==> config.mk <==
export PLATFORM = sky130hd
export DESIGN_NAME = dmem_minibus_master
export DESIGN_NICKNAME = d
export VERILOG_FILES = /design/src/rtl/rv32ima_pkg.sv /design/src/rtl/lsu_lane_align.sv /design/src/rtl/dmem_minibus_master.sv
export SDC_FILE = /design/constraint.sdc
export NUM_CORES = 1
export LEC_CHECK = 0
export BUFFER_PORTS_ARGS = -buffer_cell sky130_fd_sc_hd__buf_2
export CORE_MARGIN = 10
export CORE_UTILIZATION = 44
export CTS_BUF_LIST = sky130_fd_sc_hd__clkbuf_16
export DETAILED_ROUTE_END_ITERATION = 8
export PLACE_DENSITY = 0.85
export SYNTH_ARGS = -nofsm -noshare
export SYNTH_HDL_FRONTEND = slang
export SYNTH_SLANG_ARGS = --single-unit
==> constraint.sdc <==
create_clock -name clk -period 1.8 [get_ports clk]
set_clock_uncertainty 0.1 [all_clocks]
set_input_delay 0.36 -clock clk [delete_from_list [all_inputs] [get_ports clk]]
set_output_delay 0.36 -clock clk [all_outputs]
set_load 0.05 [all_outputs]
==> src/rtl/rv32ima_pkg.sv <==
// Shared RV32 load/store definitions: access widths and the alignment rule
// used by both data- and instruction-side bus masters.
package rv32ima_pkg;

  typedef enum logic [1:0] {
    BYTE = 2'b00,
    HALF = 2'b01,
    WORD = 2'b10
  } mem_width_t;

  // The reserved encoding 2'b11 behaves as a full word.
  function automatic mem_width_t norm_width(input logic [1:0] w);
    case (w)
      2'b00:   return BYTE;
      2'b01:   return HALF;
      default: return WORD;
    endcase
  endfunction

  function automatic logic is_misaligned(input mem_width_t w, input logic [1:0] addr_lo);
    case (w)
      HALF:    return addr_lo[0];
      WORD:    return (addr_lo != 2'b00);
      default: return 1'b0;
    endcase
  endfunction

endpackage

==> src/rtl/lsu_lane_align.sv <==
// Byte-lane steering for a 32-bit bus: store data replication into lanes and
// load data extraction with sign/zero extension. Purely combinational.
module lsu_lane_align
  import rv32ima_pkg::*;
#(
  parameter int BIT_WIDTH = 32
) (
  input  mem_width_t           st_width,
  input  logic [BIT_WIDTH-1:0] st_data,
  output logic [BIT_WIDTH-1:0] st_lanes,
  input  mem_width_t           ld_width,
  input  logic [1:0]           ld_addr_lo,
  input  logic                 ld_unsigned,
  input  logic [BIT_WIDTH-1:0] ld_word,
  output logic [BIT_WIDTH-1:0] ld_data
);

  logic [7:0]  ld_byte;
  logic [15:0] ld_half;

  // Replicating across every lane lets the slave's byte enables pick the target.
  always_comb begin
    case (st_width)
      BYTE:    st_lanes = {(BIT_WIDTH/8){st_data[7:0]}};
      HALF:    st_lanes = {(BIT_WIDTH/16){st_data[15:0]}};
      default: st_lanes = st_data;
    endcase
  end

  always_comb begin
    ld_byte = ld_word[{ld_addr_lo, 3'b000} +: 8];
    ld_half = ld_word[{ld_addr_lo[1], 4'b0000} +: 16];
    case (ld_width)
      BYTE:    ld_data = {{(BIT_WIDTH-8){ld_byte[7] & ~ld_unsigned}}, ld_byte};
      HALF:    ld_data = {{(BIT_WIDTH-16){ld_half[15] & ~ld_unsigned}}, ld_half};
      default: ld_data = ld_word;
    endcase
  end

endmodule

==> src/rtl/dmem_minibus_master.sv <==
// Data-side minibus master: takes one load/store from the LSU, runs a single
// sel/ack bus transaction and reports completion, error and load data.
module dmem_minibus_master
  import rv32ima_pkg::*;
#(
  parameter int BIT_WIDTH      = 32,
  parameter int TIMEOUT_CYCLES = 16
) (
  input  logic                 clk,
  input  logic                 nrst,
  input  logic                 cpu_req,
  input  logic                 cpu_wen,
  input  logic [BIT_WIDTH-1:0] cpu_addr,
  input  logic [1:0]           cpu_width,
  input  logic                 cpu_unsigned,
  input  logic [BIT_WIDTH-1:0] cpu_wdata,
  output logic                 cpu_ready,
  output logic                 cpu_done,
  output logic                 cpu_err,
  output logic [BIT_WIDTH-1:0] cpu_rdata,
  output logic                 bus_sel,
  output logic                 bus_wen,
  output logic                 bus_ren,
  output logic [BIT_WIDTH-1:0] bus_addr,
  output logic [1:0]           bus_width,
  output logic [BIT_WIDTH-1:0] bus_wdata,
  input  logic [BIT_WIDTH-1:0] bus_rdata,
  input  logic                 bus_ack,
  input  logic                 bus_err,
  output logic [1:0]           dbg_state
);

  localparam int CNT_W = (TIMEOUT_CYCLES > 2) ? $clog2(TIMEOUT_CYCLES) : 1;
  localparam logic [CNT_W-1:0] CNT_LAST = CNT_W'(TIMEOUT_CYCLES - 1);

  typedef enum logic [1:0] {
    IDLE = 2'd0,
    REQ  = 2'd1,
    DONE = 2'd2
  } state_t;

  state_t               state;
  logic [CNT_W-1:0]     tmo_cnt;
  logic                 req_unsigned;
  mem_width_t           req_width;
  logic                 req_misaligned;
  logic [BIT_WIDTH-1:0] st_lanes;
  logic [BIT_WIDTH-1:0] ld_data;

  // Handshake: a request transfers on a rising edge where cpu_req && cpu_ready;
  // the CPU holds its request fields stable until that edge.
  assign req_width      = norm_width(cpu_width);
  assign req_misaligned = is_misaligned(req_width, cpu_addr[1:0]);
  assign cpu_ready      = (state == IDLE);
  assign dbg_state      = state;

  lsu_lane_align #(
    .BIT_WIDTH (BIT_WIDTH)
  ) u_lane_align (
    .st_width    (req_width),
    .st_data     (cpu_wdata),
    .st_lanes    (st_lanes),
    .ld_width    (mem_width_t'(bus_width)),
    .ld_addr_lo  (bus_addr[1:0]),
    .ld_unsigned (req_unsigned),
    .ld_word     (bus_rdata),
    .ld_data     (ld_data)
  );

  always_ff @(posedge clk or negedge nrst) begin
    if (!nrst) begin
      state        <= IDLE;
      tmo_cnt      <= '0;
      req_unsigned <= 1'b0;
      bus_sel      <= 1'b0;
      bus_wen      <= 1'b0;
      bus_ren      <= 1'b0;
      bus_addr     <= '0;
      bus_width    <= 2'b00;
      bus_wdata    <= '0;
      cpu_done     <= 1'b0;
      cpu_err      <= 1'b0;
      cpu_rdata    <= '0;
    end else begin
      case (state)
        IDLE: begin
          if (cpu_req) begin
            if (req_misaligned) begin
              state    <= DONE;
              cpu_done <= 1'b1;
              cpu_err  <= 1'b1;
            end else begin
              state        <= REQ;
              tmo_cnt      <= '0;
              req_unsigned <= cpu_unsigned;
              bus_sel      <= 1'b1;
              bus_wen      <= cpu_wen;
              bus_ren      <= ~cpu_wen;
              bus_addr     <= cpu_addr;
              bus_width    <= req_width;
              bus_wdata    <= st_lanes;
            end
          end
        end
        REQ: begin
          // Ack has priority over a timeout landing in the same cycle.
          if (bus_ack) begin
            state    <= DONE;
            bus_sel  <= 1'b0;
            bus_wen  <= 1'b0;
            bus_ren  <= 1'b0;
            cpu_done <= 1'b1;
            cpu_err  <= bus_err;
            if (bus_ren && !bus_err) begin
              cpu_rdata <= ld_data;
            end
          end else if (tmo_cnt == CNT_LAST) begin
            state    <= DONE;
            bus_sel  <= 1'b0;
            bus_wen  <= 1'b0;
            bus_ren  <= 1'b0;
            cpu_done <= 1'b1;
            cpu_err  <= 1'b1;
          end else begin
            tmo_cnt <= tmo_cnt + CNT_W'(1);
          end
        end
        DONE: begin
          // Bus stays idle here so the slave's registered ack clears first.
          state    <= IDLE;
          cpu_done <= 1'b0;
          cpu_err  <= 1'b0;
        end
        default: begin
          state <= IDLE;
        end
      endcase
    end
  end

endmodule

==> flow_metrics.env, run 1 <==
export IMPL_routed_wl_um=15200
export IMPL_cp_required_ns=1.94
export IMPL_slew_headroom_pct=58.5
export IMPL_finalSetupTns_ns=0
export IMPL_portBuffers=210
export IMPL_crit_path_end_kind="flop"
export IMPL_cts_tree="done"
export IMPL_tightest_slew_ns=0.617
export IMPL_yosysSeqAreaShare_pct=54.0
export IMPL_globalRouteOverflowTotal=0
export IMPL_ys_seq_elements=110
export IMPL_drive_above_1_share_pct=45.8
export IMPL_post_route_drc_count=0
export IMPL_clk_pin_slew_ns=0.07
export IMPL_hp_class="in2reg"
export IMPL_crit_fanout=3
export IMPL_slew_violations=0
export IMPL_drtIter0Drc=308
export IMPL_rrSetupSlack_ns=0.02
export IMPL_mostFrequentLayoutCells="buf_2 (208), dfrtp_1 (105), nand2_1 (61)"
export IMPL_ant_nets=0
export IMPL_start_util_pct=44.9
export IMPL_cts_root_buf="clkbuf_16"
export IMPL_cts_sinks=110
export IMPL_start_kind="flop"
export IMPL_crit_arrival_ns=1.92
export IMPL_die_area_mm2=0.0163
export IMPL_vias=4355
export IMPL_first_pass_iters=4
export IMPL_fmax_ghz=0.562
export IMPL_die_w_um=128
export IMPL_avgSynthCellArea_um2=10.9
export IMPL_maxCapViolCount=0
export IMPL_antenna_cells=0
export IMPL_power_density_mw_per_mm2=2160
export IMPL_synth_edf_count=0
export IMPL_syn_num_nets=576
export IMPL_numCtsBuffers=9
export IMPL_vias_per_cell=5.20
export IMPL_hpwlAfterDp_um=11900
export IMPL_grt_start_max_net_pins=51
export IMPL_nFillCells=955
export IMPL_wl_per_cell_um=18.1
export IMPL_finalHoldViolations=0
export IMPL_die_h_um=128
export IMPL_vdd_drop_max_uv=1520
export IMPL_setup_viol=0
export IMPL_grt_pass1_vias=4835
export IMPL_clock_latency_ns=0.35
export IMPL_rows=39
export IMPL_final_common_cell="buf_2"
export IMPL_period_needed_ns=1.78
export IMPL_coreArea_mm2=0.0114
export IMPL_period_share_pct=98.9
export IMPL_synthFlopType="dfrtp_1"
export IMPL_cts_buffer_depth=2
export IMPL_worstSetupPathType="reg2reg"
export IMPL_grt_pass1_wl_um=24600
export IMPL_pin_count=211
export IMPL_p_leak_nw=3.50
export IMPL_outcome="completed"
export IMPL_grt_usage_pct=18.4
export IMPL_syn_cell_area_mm2=0.00510
export IMPL_setup_ws_ns=0.0204
export IMPL_synthArstFlopShare_pct=100
export IMPL_pre_cts_slack_ns=0.0140
export IMPL_netlist_instances=470
export IMPL_multiInputGateArea_mm2=0.00219
export IMPL_final_seq_area_mm2=0.00276
export IMPL_area_delta_synth_final_pct=33.2
export IMPL_place_gp_congestion=0.907
export IMPL_nNetsFinal=796
export IMPL_rsz0062_at_grt="yes"
export IMPL_synth_warnings=0
export IMPL_antenna_found_initial=0
export IMPL_synth_cell_types=39
export IMPL_htreeDepth=3
cell usage after synthesis, types with 2 or more instances:
library cell  instances  share of area (%)
nand2b_1             10                1.2
a21o_1                8                1.2
dfrtp_1             110                 54
inv_1                10               0.74
and2_1                3               0.37
nor2_1               31                2.3
mux2i_1              37                7.3
buf_2                16                1.6
a21oi_2               3               0.52
a221oi_1              8                1.4
mux2_2               49                 11
buf_4                 6               0.88
clkbuf_1              9               0.66
a21oi_1              24                2.4
nand3_1               3               0.29
o21ai_1               3               0.29
nor2b_1              10                1.2
nor2_2                2               0.25
o21ai_0              48                4.7
nand2_1              61                4.5
worst paths after layout:
path,startpoint,end,depth (start not counted)
setup reg to reg,tmo_cnt[0],tmo_cnt[3],5
min in group asynchronous,nrst,bus_wdata[27],2
max in group asynchronous,nrst,bus_addr[11],3
setup / recovery,tmo_cnt[0],tmo_cnt[3],5
hold / removal,cpu_unsigned,req_unsigned,2
hold reg to reg,dbg_state[1],dbg_state[1],1
logic make-up (layout without fill, tap and decap cells):
| family | count (synthesis) | count (layout) | synth area share [%] |
|---|---|---|---|
| mux | 87 | 87 | 18.5 |
| compound gates | 103 | 103 | 12.1 |
| fa+ha+maj | 1 | 1 | 0.245 |
| flops | 110 | 110 | 54.0 |
| simple gates | 127 | 127 | 11.2 |
| buf+inv | 41 | 266 | 3.85 |
| xor+xnor | 1 | 1 | 0.172 |
sequential cells by signal, summed over array words and instances (netlist names):
| signal | cells |
|---|---|
| cpu_rdata | 32 |
| bus_sel | 1 |
| tmo_cnt | 4 |
| req_unsigned | 1 |
| bus_wen | 1 |
| cpu_err | 1 |
| bus_wdata | 32 |
| bus_addr | 32 |
| bus_width | 2 |
| bus_ren | 1 |
| cpu_done | 1 |
| dbg_state | 2 |
per-stage QoR:
step / util [%] / hold WS [ns] / power, mW / cell area, um^2 / instances
6_report: 59.8 / 0.141 / 14.7 / 6790 / 838
3_3_place_gp: 57.0 / 0.184 / 12.7 / 6480 / 818
3_5_place_dp: 57.0 / 0.189 / 12.9 / 6480 / 818
4_1_cts: 59.5 / 0.128 / 14.8 / 6760 / 836
5_1_grt: 59.8 / 0.139 / 15.5 / 6790 / 838
2_1_floorplan: - / -0.0356 / 10.6 / 5160 / 470
report_power, final:
group / switching, mW / internal (mW)
clock: 0.860 / 0.915
sequential: 0.749 / 3.65
combinational: 6.16 / 2.33
layout make-up:
type	count	share of cell area, %
Clock inverter	7	0.479
Sequential cell	110	40.6
Timing Repair Buffer	240	20.2
Inverter	10	0.552
Multi-Input combinational cell	319	32.2
Tap cell	143	2.63
Clock buffer	9	3.31
critical path: stages (launching register included):
cell     delay (ns)
dfrtp_1        0.39
ha_1           0.24
and3_4         0.17
or4_4          0.48
xnor2_1        0.14
and2_1         0.16
routing by layer:
layer	wire length [um]	vias up	part of all wire, %	global-route usage [%]
met5	0	-	0	0
met4	296	0	2.0	6.62
met3	1400	22	9.2	7.03
met2	7640	177	50	31.6
met1	5840	2089	38	20.5
li1	-	2067	-	-
what timing repair did:
item,in CTS,in global routing
pin swaps,0,1
hold buffers,1,0
setup buffers,1,2
resized for setup,2,4
hold endpoints to repair,21,0
setup endpoints to repair,3,6
Note: power is estimated with default switching activity, not from simulation.
==> inputs of run 2 (changes only) <==
--- a/config.mk
+++ b/config.mk
@@ -6,11 +6,12 @@
 export NUM_CORES = 1
 export LEC_CHECK = 0
 export BUFFER_PORTS_ARGS = -buffer_cell sky130_fd_sc_hd__buf_2
+export CORE_ASPECT_RATIO = 1.75
 export CORE_MARGIN = 10
-export CORE_UTILIZATION = 44
+export CORE_UTILIZATION = 48
 export CTS_BUF_LIST = sky130_fd_sc_hd__clkbuf_16
 export DETAILED_ROUTE_END_ITERATION = 8
-export PLACE_DENSITY = 0.85
+export PLACE_DENSITY = 0.88
 export SYNTH_ARGS = -nofsm -noshare
 export SYNTH_HDL_FRONTEND = slang
 export SYNTH_SLANG_ARGS = --single-unit
==> constraint.sdc (replaced) <==
create_clock -name clk -period 1.9 [get_ports clk]
set_clock_uncertainty 0.1 [all_clocks]
set_input_delay 0.38 -clock clk [delete_from_list [all_inputs] [get_ports clk]]
set_output_delay 0.38 -clock clk [all_outputs]
set_load 0.05 [all_outputs]
==> run 2 against run 1 <==
Register-to-register slack improved by 0.06 ns. Combinational power fell by 4.6%. Cell count fell by 2.3%. Via count rose by 3.1%. Critical endpoint is now cpu_ready. Design area fell by 0.61%. Core utilization rose by 5.4 points. Largest cell class unchanged. Sequential share of layout area rose by 0.21 points. Die area fell by 6.1%.
==> flow_metrics.env, run 2 (synthesized netlist as in run 1, its figures left out) <==
export IMPL_cts_buffer_depth=2
export IMPL_grt_usage_pct=20.5
export IMPL_first_pass_iters=4
export IMPL_die_area_mm2=0.0153
export IMPL_p_leak_nw=3.50
export IMPL_clk_pin_slew_ns=0.07
export IMPL_postCtsSetupBuffers=0
export IMPL_nNetsFinal=793
export IMPL_slew_violations=0
export IMPL_period_needed_ns=1.86
export IMPL_vias_per_cell=5.48
export IMPL_cts_sinks=110
export IMPL_routed_wl_um=16200
export IMPL_top_regs="bus_addr: 32 flops, bus_wdata: 32 flops, cpu_rdata: 32 flops"
export IMPL_drtIter0Drc=156
export IMPL_cp_required_ns=1.42
export IMPL_period_share_pct=97.9
export IMPL_rsz0062_at_grt="no"
export IMPL_crit_path_end_kind="primary output"
export IMPL_die_w_um=97.9
export IMPL_start_util_pct=49.2
export IMPL_place_gp_congestion=0.942
export IMPL_antenna_found_initial=1
export IMPL_fmax_ghz=0.538
export IMPL_startpoint="dbg_state[0]"
export IMPL_mostFrequentLayoutCells="buf_2 (208), dfrtp_1 (107), nand2_1 (61)"
export IMPL_wl_per_cell_um=19.7
export IMPL_area_delta_synth_final_pct=32.4
export IMPL_die_h_um=156
export IMPL_pin_count=211
export IMPL_final_common_cell="buf_2"
export IMPL_power_density_mw_per_mm2=2100
export IMPL_vdd_drop_max_uv=1260
export IMPL_cts_tree="done"
export IMPL_start_kind="flop"
export IMPL_worstSetupPathType="reg2out"
export IMPL_maxCapViolCount=0
export IMPL_rows=49
export IMPL_htreeDepth=3
export IMPL_cts_root_buf="clkbuf_16"
export IMPL_hpwlAfterDp_um=13000
export IMPL_post_route_drc_count=0
export IMPL_holdWs_ns=0.169
export IMPL_vias=4490
export IMPL_pre_cts_slack_ns=0.0524
export IMPL_hp_start="cpu_addr[12]"
export IMPL_crit_arrival_ns=1.38
export IMPL_slew_headroom_pct=56.3
export IMPL_clock_latency_ns=0.34
export IMPL_drive_above_1_share_pct=45.4
export IMPL_setup_viol=0
export IMPL_setup_ws_ns=0.0403
export IMPL_grt_pass1_vias=4947
export IMPL_finalSetupTns_ns=0
export IMPL_coreArea_mm2=0.0104
export IMPL_outcome="completed"
export IMPL_ant_nets=0
export IMPL_globalRouteOverflowTotal=0
export IMPL_hp_class="in2reg"
export IMPL_portBuffers=210
export IMPL_finalHoldViolations=0
export IMPL_tightest_slew_ns=0.649
export IMPL_grt_pass1_wl_um=25600
export IMPL_numCtsBuffers=9
export IMPL_grt_start_max_net_pins=53
export IMPL_reg2reg_from="bus_addr[1]"
export IMPL_nFillCells=816
export IMPL_crit_fanout=7
run 2: repair_timing:
item	4_1_cts	5_1_grt
hold buffers	1	0
hold endpoints to repair	13	0
resized for setup	0	4
endpoints found under the setup margin	0	5
run 2: routing by layer:
metal  vias to the layer above  wire length, um  part of all wire [%]  GRT usage (%)
met5                         -                0                     0              0
met4                         0              692                   4.3           11.5
met3                        42             1330                   8.2           6.66
met2                       214             8700                    54           36.7
met1                      2175             5450                    34           20.3
li1                       2059                -                     -              -
run 2: final cells by class:
type / instances / area (um^2) / share of cell area [%]
Inverter: 10 / 37.5 / 0.556
Multi-Input combinational cell: 319 / 2180 / 32.2
Clock inverter: 6 / 71.3 / 1.06
Clock buffer: 9 / 225 / 3.34
Tap cell: 127 / 159 / 2.35
Sequential cell: 110 / 2760 / 40.8
Timing Repair Buffer: 237 / 1320 / 19.6
Antenna cell: 1 / 2.50 / 0.0371
run 2: worst paths after layout:
kind	end	slack [ns]	cells after the start
setup / recovery	cpu_ready	0.04	3
min in group asynchronous	cpu_rdata[3]	0.35	2
max in group asynchronous	bus_wdata[12]	0.81	3
hold / removal	bus_addr[12]	0.17	2
hold reg to reg	bus_wdata[17]	0.39	2
setup reg to reg	cpu_rdata[1]	0.08	5
run 2: worst max-delay path: stages (launching register included):
cell and delay, ns:
dfrtp_2 0.45, buf_4 0.17, nor2_4 0.16, clkbuf_4 0.26
run 2: where the power goes:
group	switching, mW	internal, mW
Sequential	0.698	3.45
Combinational	5.96	2.14
Clock	0.862	1.03
Total	7.52	6.62
run 2: metrics by stage:
stage / area [um^2] / std cells / power [mW] / util (%)
2_1_floorplan: 5130 / 470 / 10.0 / -
3_3_place_gp: 6430 / 802 / 12.0 / 62.1
3_5_place_dp: 6430 / 802 / 12.3 / 62.1
4_1_cts: 6740 / 818 / 14.2 / 65.0
5_1_grt: 6750 / 819 / 14.8 / 65.2
6_report: 6750 / 819 / 14.1 / 65.2
